`config.mk`:
```
export PLATFORM = sky130hd
export DESIGN_NAME = mux_scan_reg
export DESIGN_NICKNAME = d
export VERILOG_FILES = /design/src/rtl/mux_scan_reg.sv
export SDC_FILE = /design/constraint.sdc
export NUM_CORES = 1
export LEC_CHECK = 0
export BUFFER_PORTS_ARGS = -buffer_cell sky130_fd_sc_hd__buf_2
export CAP_MARGIN = 0
export CORE_MARGIN = 1
export CORE_UTILIZATION = 53
export CTS_BUF_LIST = sky130_fd_sc_hd__clkbuf_4 sky130_fd_sc_hd__clkbuf_8 sky130_fd_sc_hd__clkbuf_16
export CTS_CLUSTER_DIAMETER = 80
export DETAILED_ROUTE_END_ITERATION = 7
export PLACE_DENSITY = 0.78
export REMOVE_ABC_BUFFERS = 1
export SYNTH_ARGS = -nofsm -noshare
export SYNTH_HDL_FRONTEND = slang
export SYNTH_SLANG_ARGS = --single-unit
```
`constraint.sdc`:
```
create_clock -name clk -period 2.45 [get_ports clk]
set_input_delay 0.245 -clock clk [delete_from_list [all_inputs] [get_ports clk]]
set_output_delay 0.245 -clock clk [all_outputs]
set_load 0.005 [all_outputs]
```
`src/rtl/mux_scan_reg.sv`:
```
// rtl/mux_scan_reg.sv - registered N-channel mux with manual select and auto-scan with dwell and pause
module mux_scan_reg #(
    parameter int WIDTH = 8,
    parameter int NCH   = 4,
    parameter int SELW  = 2,
    parameter int DWELL = 100000000
) (
    input  logic                 clk,
    input  logic                 rst,
    input  logic [NCH*WIDTH-1:0] din,
    input  logic [SELW-1:0]      sel,
    input  logic                 mode,
    input  logic                 hold,
    output logic [WIDTH-1:0]     y,
    output logic [SELW-1:0]      y_sel,
    output logic                 chg
);

    // Counter only has to reach DWELL-1; keep at least one bit for DWELL=1.
    localparam int CW = (DWELL > 1) ? $clog2(DWELL) : 1;
    localparam logic [CW-1:0]   CNT_MAX  = CW'(DWELL - 1);
    localparam logic [SELW-1:0] LAST_CH  = SELW'(NCH - 1);
    localparam logic [SELW:0]   NCH_CODE = (SELW + 1)'(NCH);

    typedef enum logic [1:0] {
        MAN   = 2'd0,
        SCAN  = 2'd1,
        PAUSE = 2'd2
    } state_t;

    state_t          state;
    state_t          state_nxt;
    logic [CW-1:0]   cnt;
    logic [CW-1:0]   cnt_nxt;
    logic [SELW-1:0] nsel;
    logic [WIDTH-1:0] y_nxt;

    // Next state, next channel index, next dwell count and the data slice it selects.
    // Behaviour follows the state being entered, so mode/hold act on the same edge they are seen.
    always_comb begin
        state_nxt = state;
        nsel      = y_sel;
        cnt_nxt   = cnt;
        y_nxt     = '0;

        if (!mode) begin
            state_nxt = MAN;
        end else begin
            case (state)
                MAN:     state_nxt = hold ? PAUSE : SCAN;
                SCAN:    state_nxt = hold ? PAUSE : SCAN;
                PAUSE:   state_nxt = hold ? PAUSE : SCAN;
                default: state_nxt = MAN;
            endcase
        end

        case (state_nxt)
            MAN: begin
                cnt_nxt = '0;
                // Out-of-range codes keep the previous channel.
                if ({1'b0, sel} < NCH_CODE) begin
                    nsel = sel;
                end
            end
            SCAN: begin
                if (state == MAN) begin
                    // Scan starts from the channel already shown, with a fresh dwell.
                    cnt_nxt = '0;
                end else if (cnt == CNT_MAX) begin
                    cnt_nxt = '0;
                    nsel    = (y_sel == LAST_CH) ? '0 : y_sel + 1'b1;
                end else begin
                    cnt_nxt = cnt + 1'b1;
                end
            end
            PAUSE: begin
                if (state == MAN) begin
                    cnt_nxt = '0;
                end
            end
            default: begin
                cnt_nxt = '0;
            end
        endcase

        // Only valid channel indices can match, so unused codes never reach y.
        for (int k = 0; k < NCH; k++) begin
            if (nsel == SELW'(k)) begin
                y_nxt = din[k*WIDTH +: WIDTH];
            end
        end
    end

    // Register state, counter and the coherent (y, y_sel, chg) output triple.
    always_ff @(posedge clk) begin
        if (rst) begin
            state <= MAN;
            cnt   <= '0;
            y_sel <= '0;
            y     <= '0;
            chg   <= 1'b0;
        end else begin
            state <= state_nxt;
            cnt   <= cnt_nxt;
            y_sel <= nsel;
            y     <= y_nxt;
            chg   <= (nsel != y_sel);
        end
    end

endmodule
```
==> run metrics <==
Num CTS Buffers 5; Critical Path AT 2.48 ns; die width 64.8 um; post-layout minimum cycle time 2.27 ns; largest net degree at the start of global routing 19; R2R Setup Slk 0.18 ns; Root Buffer clkbuf_8; Worst Setup End Kind register; Setup Crit Path Kind reg2reg; r2r endpoint y[6]$_SDFF_PP0_; Post-synth EDFFs 0; Max Clk Rate 0.441 GHz; post-route ant nets 0; GRT overflow 0; critical hold path startpoint din[0]; Post-Synthesis Cell Area 2090 sq um; Post-DP HPWL 3610 um; RR Startpoint cnt[11]$_SDFFE_PP0P_; Chip Height 64.8 um; row count 22; Async SR Flop Fraction 0%; maximum fanout along the worst path 9; CORE AREA 3720 sq um; first-pass GRT wire length 8070 um; Vias/cell 5.89; Seq cells post-synth 40; H-tree depth 2; Yosys warnings 0; final setup violation count 0; status finished, final reports clean; total of max-cap violations 0; Worst Path Required 2.66 ns; Worst Clk Skew 0.00891 ns; fin nets 325; final hold vios 0; Design Power 1.29 mW; Seq/Total Area, Yosys 38.3%; initial antenna violation count 0; clk_lat worst skew 0.29 ns; worst min path class in2reg; final setup TNS 0 ns; VDD IR max 329 uV; Max Slew Vio Count 0; PD cells 519 nW/um^2; Worst Reg-to-Reg Cells 6; Post-Route WL 4880 um; Area growth syn-to-layout 19.3%; Antenna diodes 0; Mapped Cells 231; DR vias 1963; WHS Path Cells 3; clock sinks 40; Rel. slew slack 55.7%; fraction of final layout cells sized beyond drive strength 1 28.1%; Iteration-0 DRC Markers 184; Clock Path Buffers 2; Finished Core Util 67.1%; initial core utilization 56.3%; RePlAce Congestion 0.833; drc violations 0; Post-Syn Area per Cell 9.05 sq um; IO Count 49; RSZ-0062 raised after global routing false; I/O Buffers 48; top_reg_cell synth dfxtp_1; Reg clk slew, reported paths 0.08 ns; GRT Total Usage 24.8%; Yosys cell types 52; CTS tree yes; Lkg Pwr 0.986 nW; First-pass DRT Iterations 4; Post-CTS Hold Fix Bufs 0; die area 4200 sq um; type of origin of the critical path register; Worst Tran Pin Value 0.663 ns; WL per Instance 14.7 um; endpoint of the worst hold path y[0]$_SDFF_PP0_; vias in the first global route 1873; Final Cycle Share 92.5%
## cells by family after synthesis
logic type	count (synthesis)	synth area share, %
and+or+nand+nor	99	27.3
AOI/OAI and AO/OA	47	14.8
DFF	40	38.3
muxes	18	8.86
xor gates and xnor gates	15	6.28
buffers and inverters	10	3.23
adders and majority gates	2	1.20
## routing by layer
layer  GRT usage (%)  share of wire [%]
met1            28.0                 42
met2            44.8                 51
met3            5.99                5.2
met4            8.61                1.8
met5               0                  0
## worst max-delay path: stages, from the launching register on
cell     delay [ns]
dfxtp_1        0.35
or3_1          0.43
nor4_2         0.27
and2b_4        0.22
mux2_4         0.30
or3_4          0.42
o22ai_1        0.19
## synthesized netlist by cell type (all sizes together) (2+ instances only)
| cell type | instances | area share [%] |
|---|---|---|
| a311oi | 3 | 1.3 |
| nand3 | 7 | 1.7 |
| and4 | 5 | 2.5 |
| and3 | 4 | 1.2 |
| or3 | 3 | 1.1 |
| nand2 | 14 | 2.5 |
| nor4 | 5 | 1.8 |
| ha | 2 | 1.2 |
| nand4b | 3 | 1.3 |
| o21ai | 9 | 2.3 |
| or4 | 2 | 0.90 |
| a21oi | 13 | 3.1 |
| o21bai | 2 | 0.72 |
| mux2i | 17 | 8.1 |
| dfxtp | 40 | 38 |
| xor2 | 11 | 4.6 |
| nand4 | 7 | 2.8 |
| a211oi | 3 | 1.3 |
| nor3 | 9 | 2.2 |
| xnor2 | 4 | 1.7 |
| clkbuf | 3 | 0.54 |
| nor2 | 32 | 5.7 |
| buf | 6 | 2.5 |
| o22ai | 9 | 2.7 |
## power by group
part           total, mW  switching [mW]  internal, mW
logic              0.149          0.0741        0.0748
clock network      0.468           0.218         0.251
registers          0.676         0.00806         0.668
## cell type report
class                           instances  area (sq um)
Clock buffer                            7          96.3
Fill cell                             326          1220
Inverter                                1          3.75
Multi-Input combinational cell        181          1230
Sequential cell                        40           801
Tap cell                               48          60.1
Timing Repair Buffer                   56           300
## worst max path at each step
stage | start | end | slack (ns) | cells past startpoint
final | cnt[11]$_SDFFE_PP0P_ | y[6]$_SDFF_PP0_ | 0.18 | 6
after global routing | cnt[11]$_SDFFE_PP0P_ | y[6]$_SDFF_PP0_ | 0.04 | 6
after CTS | cnt[8]$_SDFFE_PP0P_ | y[6]$_SDFF_PP0_ | 0.05 | 6
after detailed placement | cnt[8]$_SDFFE_PP0P_ | y[6]$_SDFF_PP0_ | 0.07 | 6
after global placement | cnt[11]$_SDFFE_PP0P_ | y[7]$_SDFF_PP0_ | 0.17 | 6
after floorplan | cnt[0]$_SDFFE_PP0P_ | y[0]$_SDFF_PP0_ | 0.26 | 7
## state kept, by name, indices dropped and copies added, names as in the netlist
register and flops:
chg 1, cnt 27, y_sel 2, state 2, y 8
## through the flow
stage	setup WS (ns)	instance area (sq um)	instances	hold slack, ns
final	0.183	2490	333	0.235
after global routing	0.0390	2490	333	0.243
after CTS	0.0487	2480	333	0.234
after detailed placement	0.0710	2390	326	0.512
after global placement	0.169	2390	326	0.498
after floorplan	0.258	2030	222	0.314
## repair_timing
action / in CTS / in global routing
setup buffers: 0 / 0
resized for setup: 0 / 2
endpoints found under the setup margin: 0 / 8
## layout by cell type, fill, tap and decap left out, types with 7 or more instances in the layout
cell | synthesis | routed
a21oi_1 | 13 | 13
o22ai_1 | 9 | 9
nor3_1 | 9 | 9
buf_4 | 0 | 8
dfxtp_1 | 40 | 40
nand3_1 | 7 | 7
nand2_1 | 14 | 14
mux2i_1 | 17 | 17
nor2_1 | 32 | 32
clkbuf_8 | 0 | 7
buf_2 | 3 | 48
xor2_1 | 11 | 11
Note: power is estimated with default switching activity, not from simulation.
